===== src/rtl/pixel_writer_pkg.sv =====
// Shared definitions for the pixel_writer drawing engine: op-codes, default
// screen geometry, datapath widths, FSM state encoding and a helper that
// returns how many operand bytes each op-code carries.
package pixel_writer_pkg;

    localparam int unsigned DEF_SCREEN_WIDTH  = 640;
    localparam int unsigned DEF_SCREEN_HEIGHT = 400;

    localparam int unsigned ADDR_W  = 18;
    localparam int unsigned COORD_W = 10;
    localparam int unsigned COLOR_W = 4;
    localparam int unsigned CNT_W   = 3;

    localparam logic [7:0] OP_SET_CURSOR  = 8'h10;
    localparam logic [7:0] OP_SET_COLOR   = 8'h11;
    localparam logic [7:0] OP_FILL_RECT   = 8'h12;
    localparam logic [7:0] OP_SHOW_BUFFER = 8'h14;

    typedef enum logic [1:0] {
        ST_IDLE,
        ST_COLLECT,
        ST_FILL,
        ST_SWAP
    } state_t;

    // Operand bytes expected after an op-code; 0 for SHOW_BUFFER and unknown codes.
    function automatic logic [CNT_W-1:0] op_operand_count(input logic [7:0] op);
        case (op)
            OP_SET_CURSOR: return CNT_W'(4);
            OP_SET_COLOR:  return CNT_W'(1);
            OP_FILL_RECT:  return CNT_W'(4);
            default:       return CNT_W'(0);
        endcase
    endfunction

endpackage


===== src/rtl/rect_address_generator.sv =====
// Rectangle raster address generator.
// Loads origin and size on i_start, then emits one registered address per
// cycle (row-major) while i_ready is high. Row bases advance by SCREEN_WIDTH
// by addition. o_done_c is high once no pixel is pending and the last write
// has left the output register.
// Ports: i_clk, i_rst (sync, active-high), i_start, i_x/i_y origin,
//        i_w/i_h size, i_ready stall input, o_addr, o_en, o_done_c.
// Build option: PIXEL_WRITER_CLIP_EN clips the rectangle to the screen.
module rect_address_generator
    import pixel_writer_pkg::*;
#(
    parameter int unsigned SCREEN_WIDTH  = DEF_SCREEN_WIDTH,
    parameter int unsigned SCREEN_HEIGHT = DEF_SCREEN_HEIGHT
) (
    input  logic               i_clk,
    input  logic               i_rst,
    input  logic               i_start,
    input  logic [COORD_W-1:0] i_x,
    input  logic [COORD_W-1:0] i_y,
    input  logic [COORD_W-1:0] i_w,
    input  logic [COORD_W-1:0] i_h,
    input  logic               i_ready,
    output logic [ADDR_W-1:0]  o_addr,
    output logic               o_en,
    output logic               o_done_c
);

    logic [COORD_W-1:0] w_eff_w;
    logic [COORD_W-1:0] w_eff_h;
    logic [ADDR_W-1:0]  w_origin;

    logic               r_active;
    logic [COORD_W-1:0] r_col;
    logic [COORD_W-1:0] r_row;
    logic [COORD_W-1:0] r_w;
    logic [COORD_W-1:0] r_h;
    logic [ADDR_W-1:0]  r_row_base;

    // Effective rectangle size after optional clipping.
    always_comb begin
        w_eff_w = i_w;
        w_eff_h = i_h;
`ifdef PIXEL_WRITER_CLIP_EN
        if (32'(i_x) >= SCREEN_WIDTH) begin
            w_eff_w = '0;
        end else if (32'(i_w) > SCREEN_WIDTH - 32'(i_x)) begin
            w_eff_w = COORD_W'(SCREEN_WIDTH - 32'(i_x));
        end
        if (32'(i_y) >= SCREEN_HEIGHT) begin
            w_eff_h = '0;
        end else if (32'(i_h) > SCREEN_HEIGHT - 32'(i_y)) begin
            w_eff_h = COORD_W'(SCREEN_HEIGHT - 32'(i_y));
        end
`endif
    end

`ifndef PIXEL_WRITER_CLIP_EN
    // Height only matters when clipping; keep the parameter referenced.
    logic [ADDR_W-1:0] w_frame_size_unused;
    assign w_frame_size_unused = ADDR_W'(SCREEN_WIDTH * SCREEN_HEIGHT);
`endif

    // First pixel address, wrapped to the address width.
    assign w_origin = ADDR_W'(32'(i_y) * SCREEN_WIDTH + 32'(i_x));

    // Raster counters and registered address/enable.
    always_ff @(posedge i_clk) begin
        if (i_rst) begin
            r_active   <= 1'b0;
            r_col      <= '0;
            r_row      <= '0;
            r_w        <= '0;
            r_h        <= '0;
            r_row_base <= '0;
            o_addr     <= '0;
            o_en       <= 1'b0;
        end else if (i_start) begin
            r_active   <= (w_eff_w != '0) && (w_eff_h != '0);
            r_col      <= '0;
            r_row      <= '0;
            r_w        <= w_eff_w;
            r_h        <= w_eff_h;
            r_row_base <= w_origin;
            o_en       <= 1'b0;
        end else if (r_active && i_ready) begin
            o_addr <= r_row_base + ADDR_W'(r_col);
            o_en   <= 1'b1;
            if (r_col == r_w - COORD_W'(1)) begin
                r_col      <= '0;
                r_row_base <= r_row_base + ADDR_W'(SCREEN_WIDTH);
                if (r_row == r_h - COORD_W'(1)) begin
                    r_active <= 1'b0;
                end else begin
                    r_row <= r_row + COORD_W'(1);
                end
            end else begin
                r_col <= r_col + COORD_W'(1);
            end
        end else begin
            o_en <= 1'b0;
        end
    end

    assign o_done_c = !r_active && !o_en;

endmodule


===== src/rtl/pixel_writer.sv =====
// Command-driven drawing engine for the frame buffer write side.
// Decodes the op-code/operand byte stream, holds cursor and color, rasterises
// FILL_RECT through rect_address_generator and pulses a buffer swap on
// SHOW_BUFFER.
// Ports: clock_in, reset_in (sync, active-high), op_code_in/op_code_valid_in,
//        operand_in/operand_valid_in, busy_out, pixel_write_address_out,
//        pixel_write_data_out, pixel_write_enable_out,
//        pixel_write_buffer_ready_in, switch_write_buffer_out.
// Build option: PIXEL_WRITER_CLIP_EN clips fills to the screen.
module pixel_writer
    import pixel_writer_pkg::*;
#(
    parameter int unsigned SCREEN_WIDTH  = DEF_SCREEN_WIDTH,
    parameter int unsigned SCREEN_HEIGHT = DEF_SCREEN_HEIGHT
) (
    input  logic               clock_in,
    input  logic               reset_in,
    input  logic [7:0]         op_code_in,
    input  logic               op_code_valid_in,
    input  logic [7:0]         operand_in,
    input  logic               operand_valid_in,
    output logic               busy_out,
    output logic [ADDR_W-1:0]  pixel_write_address_out,
    output logic [COLOR_W-1:0] pixel_write_data_out,
    output logic               pixel_write_enable_out,
    input  logic               pixel_write_buffer_ready_in,
    output logic               switch_write_buffer_out
);

    state_t             r_state;
    state_t             w_state_next;
    logic [7:0]         r_op;
    logic [CNT_W-1:0]   r_cnt;
    logic [1:0]         r_acc;
    logic [COORD_W-1:0] r_first;
    logic [COORD_W-1:0] r_cursor_x;
    logic [COORD_W-1:0] r_cursor_y;
    logic [COLOR_W-1:0] r_color;

    logic [COORD_W-1:0] w_value;
    logic               w_load_op;
    logic               w_take_operand;
    logic               w_capture_first;
    logic               w_set_cursor;
    logic               w_set_color;
    logic               w_fill_start;
    logic               w_gen_done_c;

    // 10-bit value formed by the previous (high) byte and the current byte.
    assign w_value = {r_acc, operand_in};

    // Next-state and control decode; an op-code strobe beats a same-cycle operand.
    always_comb begin
        w_state_next    = r_state;
        w_load_op       = 1'b0;
        w_take_operand  = 1'b0;
        w_capture_first = 1'b0;
        w_set_cursor    = 1'b0;
        w_set_color     = 1'b0;
        w_fill_start    = 1'b0;
        case (r_state)
            ST_IDLE, ST_COLLECT: begin
                if (op_code_valid_in) begin
                    w_load_op = 1'b1;
                    if (op_code_in == OP_SHOW_BUFFER) begin
                        w_state_next = ST_SWAP;
                    end else if (op_operand_count(op_code_in) != '0) begin
                        w_state_next = ST_COLLECT;
                    end else begin
                        w_state_next = ST_IDLE;
                    end
                end else if ((r_state == ST_COLLECT) && operand_valid_in) begin
                    w_take_operand  = 1'b1;
                    w_capture_first = (r_cnt == CNT_W'(3));
                    if (r_cnt == CNT_W'(1)) begin
                        w_state_next = ST_IDLE;
                        case (r_op)
                            OP_SET_CURSOR: w_set_cursor = 1'b1;
                            OP_SET_COLOR:  w_set_color  = 1'b1;
                            OP_FILL_RECT: begin
                                w_fill_start = 1'b1;
                                w_state_next = ST_FILL;
                            end
                            default: w_state_next = ST_IDLE;
                        endcase
                    end
                end
            end
            ST_FILL: begin
                if (w_gen_done_c) begin
                    w_state_next = ST_IDLE;
                end
            end
            ST_SWAP: w_state_next = ST_IDLE;
            default: w_state_next = ST_IDLE;
        endcase
    end

    // State, command registers and registered status outputs.
    always_ff @(posedge clock_in) begin
        if (reset_in) begin
            r_state                 <= ST_IDLE;
            r_op                    <= '0;
            r_cnt                   <= '0;
            r_acc                   <= '0;
            r_first                 <= '0;
            r_cursor_x              <= '0;
            r_cursor_y              <= '0;
            r_color                 <= '0;
            busy_out                <= 1'b0;
            switch_write_buffer_out <= 1'b0;
            pixel_write_data_out    <= '0;
        end else begin
            r_state                 <= w_state_next;
            busy_out                <= (w_state_next == ST_FILL) || (w_state_next == ST_SWAP);
            switch_write_buffer_out <= (w_state_next == ST_SWAP);
            pixel_write_data_out    <= r_color;
            if (w_load_op) begin
                r_op  <= op_code_in;
                r_cnt <= op_operand_count(op_code_in);
            end else if (w_take_operand) begin
                r_acc <= operand_in[1:0];
                r_cnt <= r_cnt - CNT_W'(1);
            end
            if (w_capture_first) begin
                r_first <= w_value;
            end
            if (w_set_cursor) begin
                r_cursor_x <= r_first;
                r_cursor_y <= w_value;
            end
            if (w_set_color) begin
                r_color <= operand_in[COLOR_W-1:0];
            end
        end
    end

    rect_address_generator #(
        .SCREEN_WIDTH  (SCREEN_WIDTH),
        .SCREEN_HEIGHT (SCREEN_HEIGHT)
    ) u_rect_address_generator (
        .i_clk    (clock_in),
        .i_rst    (reset_in),
        .i_start  (w_fill_start),
        .i_x      (r_cursor_x),
        .i_y      (r_cursor_y),
        .i_w      (r_first),
        .i_h      (w_value),
        .i_ready  (pixel_write_buffer_ready_in),
        .o_addr   (pixel_write_address_out),
        .o_en     (pixel_write_enable_out),
        .o_done_c (w_gen_done_c)
    );

endmodule


===== config.mk =====
export PLATFORM = sky130hd
export DESIGN_NAME = pixel_writer
export DESIGN_NICKNAME = d
export VERILOG_FILES = /design/src/rtl/pixel_writer_pkg.sv /design/src/rtl/rect_address_generator.sv /design/src/rtl/pixel_writer.sv
export SDC_FILE = /design/constraint.sdc
export NUM_CORES = 1
export LEC_CHECK = 0
export CAP_MARGIN = 20
export CORE_MARGIN = 8
export CORE_UTILIZATION = 58
export CTS_CLUSTER_SIZE = 14
export DETAILED_ROUTE_END_ITERATION = 6
export GPL_ROUTABILITY_DRIVEN = 0
export PLACE_DENSITY = 0.84
export SYNTH_ARGS = -nofsm -noshare
export SYNTH_HDL_FRONTEND = slang
export SYNTH_SLANG_ARGS = --single-unit

===== constraint.sdc =====
create_clock -name clock_in -period 6.2 [get_ports clock_in]
set_input_delay 0.93 -clock clock_in [delete_from_list [all_inputs] [get_ports clock_in]]
set_output_delay 0.93 -clock clock_in [all_outputs]
set_load 0.05 [all_outputs]

* Yosys cells after proc, flatten, opt, wreduce, memory -nomap -nowiden
Index checks and enable logic that the tools add are counted.
** Word-level totals
- Register bits :: 133
- Bits of input ports :: 21
- Output and inout bits :: 25
- Logic and storage cells :: 116
** Cells by class
- Add/subtract/negate cells :: 8
- $mul :: 1
- Equality and inequality tests :: 16
- Multiplexer cells :: 46
- Bitwise logic cells :: 3
- Reduce and logical (&&, ||, !) cells :: 23
** Operators by type and width (count)
- 8-bit by 5-bit equality test with 1-bit output, second input constant :: 7
- 18-bit two-way mux :: 3
- 18-bit by 10-bit adder with 18-bit output :: 2
- 1-bit two-way mux :: 29
- 10-bit by 1-bit adder with 10-bit output, second input constant :: 2
- 10-bit equality test :: 2
- 10-bit nonzero test :: 2
- 10-bit by 1-bit subtractor with 10-bit output, second input constant :: 2
- 18-bit by 10-bit adder with 18-bit output, second input constant :: 1
- 3-bit two-way mux :: 5
- 2-bit two-way mux :: 6
- 10-bit by 3-bit multiplier with 11-bit output, second input constant :: 1
- 10-bit two-way mux :: 1
- 2-bit equality test, second input constant :: 4
- 2-bit nonzero test :: 4
- 2-bit case mux with 3 select lines :: 1
- 3-bit case mux with 2 select lines :: 1
- 2-bit AND reduction :: 3
- 3-bit AND reduction :: 2
- 2-bit OR reduction :: 3
- 1-bit logical AND :: 4
- 3-bit by 1-bit equality test with 1-bit output, second input constant :: 1
- 3-bit by 2-bit equality test with 1-bit output, second input constant :: 1
- 1-bit inverter :: 3
- 6 further kinds :: 7

* Depth between registers and ports, before layout
- Depth in word-level cells :: 13
- Mapped depth :: 12

* Hierarchy
A second synthesis with hierarchy kept.
** Second synthesis, totals
- Cells, all modules :: 835
- Area total of the unflattened synthesis :: 7310.8 um^2
** Modules (own cells, without submodules)
- rect_address_generator :: instances 1, cells each 598, area an instance 5126.2 um^2, sequential area each 1561.5 um^2
- pixel_writer :: instances 1, cells each 237, area an instance 2184.6 um^2, sequential area each 1081.0 um^2

* Worst setup path after synthesis
No wires, ideal clock.
- Path kind :: flip-flop to flip-flop
- From :: reg r_cursor_y[1]
- To :: reg u_rect_address_generator.r_row_base[17]
- Library setup time :: 0.074 ns
- Arrival :: 2.601 ns
- Required time :: 6.126 ns
- Path slack :: 3.525 ns
- Cell stages (with the launch flop) :: 13
- Buffers on the path :: 0
- Clock period less this slack :: 2.675 ns
- Cell sequence :: dfxtp_1 ha_1 ha_1 fa_1 a211oi_1 nor2_1 a21o_1 a21oi_1 xor2_1 nor3_1 xnor2_1 or3_1 o21ai_0
** Between the ends
- Word-level cells in the longest chain between the ends :: 3
** RTL lines
- start: declaration :: line pixel_writer.sv:37 : logic [COORD_W-1:0] r_cursor_y;
- start signal: assignment :: line pixel_writer.sv:130 : r_cursor_y <= w_value;
- 10-bit by 3-bit multiplier with 11-bit output :: line rect_address_generator.sv:64 : assign w_origin = ADDR_W'(32'(i_y) * SCREEN_WIDTH + 32'(i_x));
- 18-bit by 10-bit adder with 18-bit output :: line rect_address_generator.sv:64
- 18-bit two-way mux :: line rect_address_generator.sv:77 : end else if (i_start) begin
- end signal: assignment :: line rect_address_generator.sv:83 : r_row_base <= w_origin;
- end signal: assignment :: line rect_address_generator.sv:90 : r_row_base <= r_row_base + ADDR_W'(SCREEN_WIDTH);
- end: declaration :: line rect_address_generator.sv:37 : logic [ADDR_W-1:0] r_row_base;
No other way between the ends.
A chain may end at the register's enable or synchronous reset.

* Worst setup path after layout
Ends and elaborated chain as after synthesis.

==> qor.txt <==
Syn. warnings: 0
Diodes inserted: 0
Met3 GRT Util: 5.27%
Tmin final: 3220 ps
GR Util met2: 31.7%
Area of the multi-input gates: 0.00402 mm²
Max Root-Sink Buffers: 2
CP cell instances: ha_1 > ha_1 > fa_1 > a211oi_1 > nor2_1 > xor2_1 > nand3_1 > nor3_1 > xnor2_1 > or3_1 > o21ai_0
Relative slew slack: 39.8%
Largest net degree at the start of global routing: 94
# fillers: 942
Starting Density: 58.4%
Vias/cell: 5.69
FFs w/ async S/R, synth: 0%
HP Class: reg2reg
Routed Antenna Nets: 0
WS Path Type: reg2reg
Pre-antenna DRT Iters: 4
P_leak: 3.06 nW
Status: finished clean
Post-CTS Setup Inserts: 0
Total Nets Final: 936
Row count: 40
Drt wl/cell: 15.2 µm
CTS sink count: 132
Yosys top cell by area: dfxtp_1
Core Area: 0.0118 mm²
Max Cap Viol: 0
Storage cell area: 0.00264 mm²
Die H: 125 µm
Synth area leaders: dfxtp_1 38%, nand2_1 7.8%, ha_1 6.5%
Share of Yosys cell area claimed by the top area cell type: 38.3%
Root Buffer: clkbuf_16
CP Launch Type: flop
Hold Buf Count CTS: 0
Gate power share: 2.3%
Post-synth top flop: dfxtp_1
Met1 usage: 25.3%
Setup_tns: 0 ps
Chip width: 125 µm
RSZ-0062 raised after global routing: false
Total grt overflow: 0
Most used cell, CP: ha_1
Unique masters post-synth: 60
Most common cell in the netlist: nand2_1
Drt initial violations: 411
Synth-to-layout area growth: 15.9%
Syn Std Cell Area: 0.00689 mm²
Num ports: 46
CTS buffer count: 17
DR DRC count: 0
Clock Power Share: 52.2%
Mapped Cells: 849
Syn Area/Cell: 8.12 µm²
P_int: 1.48 mW
DP HPWL: 11.0 mm
Final Hold Vio Count: 0
Final setup viols: 0
Worst Path Arrival: 3530 ps
Max FO, Critical Path: 4
Top post-synthesis cells by count: 144 x nand2_1, 132 x dfxtp_1, 106 x nor2_1
Psw: 0.403 mW
Initial antenna violation count: 0
Die area: 0.0156 mm²
Max Clock Skew: 6.57 ps
Clk_lat worst skew: 420 ps
Mapped Nets: 909
Number of synthesized register bits: 132
Number of synthesized flops with an enable pin: 0
Sequential share of power: 45.4%
Pwr per Cell Area: 235 mW/mm²
Detailed-route via count: 5897
Worst Path Required: 6510 ps
Post_cts resized: 0
Vias in the first global route: 5473
Final-report max-slew violation count: 0
Util after Layout: 67.7%
Switching portion of total power: 21.4%
Clk slew on worst S/H paths: 60 ps
GRT Resource Usage Total: 20.2%
Top achievable clock speed: 311 MHz
CTS tree: yes
GR peak layer: met2
VDD IR max: 0.168 mV
Register area share after synthesis: 38.3%
Tot Pwr: 1.88 mW
Hold WS: 448 ps
I/O Buffers: 45
Slew @ Worst Pin: 903 ps
Layout cells sized above 1: 5.96%
Final Cycle Share: 51.9%
Global-route wire length before repair: 26.2 mm
Final wirelength: 15.8 mm
H-tree depth: 4
Largest stage delay, worst path: 420 ps
CP endpoint kind: flop
Slowest cell on the critical path: fa_1
[kinds of logic after synthesis]
| family | after synthesis | share of synthesized area [%] |
|---|---|---|
| buffers and inverters | 62 | 3.50 |
| DFF | 132 | 38.3 |
| AOI/OAI and AO/OA | 157 | 14.0 |
| muxes | 15 | 2.20 |
| and+or+nand+nor | 367 | 24.8 |
| xor gates and xnor gates | 76 | 9.66 |
| adders and majority gates | 40 | 7.55 |
[placed cells by master (no fill, tap or decap), types with 3 or more instances in the layout]
master,n
clkinv_4,3
nor4_1,7
clkdlybuf4s50_1,44
clkinvlp_4,3
a31oi_1,7
nor3_2,4
xnor2_1,41
and3_1,7
a311oi_1,4
nand4_1,15
mux2i_1,14
nor3b_1,5
a211oi_1,18
fa_1,3
o21bai_1,3
a21oi_1,82
buf_4,5
dfxtp_1,132
nor2b_1,12
nor2_1,106
clkbuf_16,17
o21ai_0,18
nor3_1,10
nand2b_1,8
xor2_1,35
nand2_1,144
a21o_1,6
clkinv_2,5
or2_2,3
nand3_1,19
ha_1,36
inv_1,20
and2_1,3
or3_1,8
or4_1,4
[stage by stage]
stage / area [µm²] / setup slack, ps / instances
after CTS: 7990 / 3000 / 1036
after detailed placement: 7410 / 2740 / 1004
after global routing: 7990 / 2780 / 1036
after floorplan: 6890 / 3520 / 849
after global placement: 7390 / 2750 / 1003
final: 7990 / 2980 / 1036
[registers in the layout, summed over array words and instances, names as in the netlist, 10 cells and up]
| signal | cells |
|---|---|
| u_rect_address_generator.r_h | 10 |
| r_first | 10 |
| u_rect_address_generator.r_w | 10 |
| u_rect_address_generator.o_addr | 18 |
| r_cursor_y | 10 |
| u_rect_address_generator.r_col | 10 |
| r_cursor_x | 10 |
| u_rect_address_generator.r_row_base | 18 |
| u_rect_address_generator.r_row | 10 |
[final cells by class]
cell class	instances	share of cell area, %
clock buffers	19	5.67
clock inverters	13	1.68
inverters	20	0.939
multi-input cells	655	50.2
flip-flops and latches	132	33.1
well taps	147	2.30
repair buffers	50	6.12
[path summary, 6_finish.rpt]
path	from	to	slack (ps)	depth (start not counted)
setup / recovery	r_cursor_y[1]	u_rect_address_generator.r_row_base[17]	2980	11
hold / removal	u_rect_address_generator.o_addr[10]	u_rect_address_generator.o_addr[10]	450	2
setup reg to reg	r_cursor_y[1]	u_rect_address_generator.r_row_base[17]	2980	11
hold reg to reg	u_rect_address_generator.o_addr[10]	u_rect_address_generator.o_addr[10]	450	2
[critical path, delay by kind of cell (launching register included)]
| family | cells | cell delay (ps) |
|---|---|---|
| flops | 1 | 350 |
| compound gates | 2 | 370 |
| fa+ha+maj | 3 | 960 |
| simple gates | 4 | 940 |
| xor+xnor | 2 | 490 |
[routing by layer]
layer,vias to the layer above,wire [µm]
met2,158,7180
met5,-,0
met3,34,907
li1,2965,-
met1,2740,7300
met4,0,399
[power groups by stage]
stage               logic, mW  clock network [mW]  registers (mW)
finish                 0.0435               0.983           0.855
global route           0.0472                1.03           0.855
floorplan              0.0214                   0           0.872
CTS                    0.0433               0.993           0.855
global placement       0.0432                   0           0.873
detailed placement     0.0434                   0           0.873
Note: power is estimated with default switching activity, not from simulation.
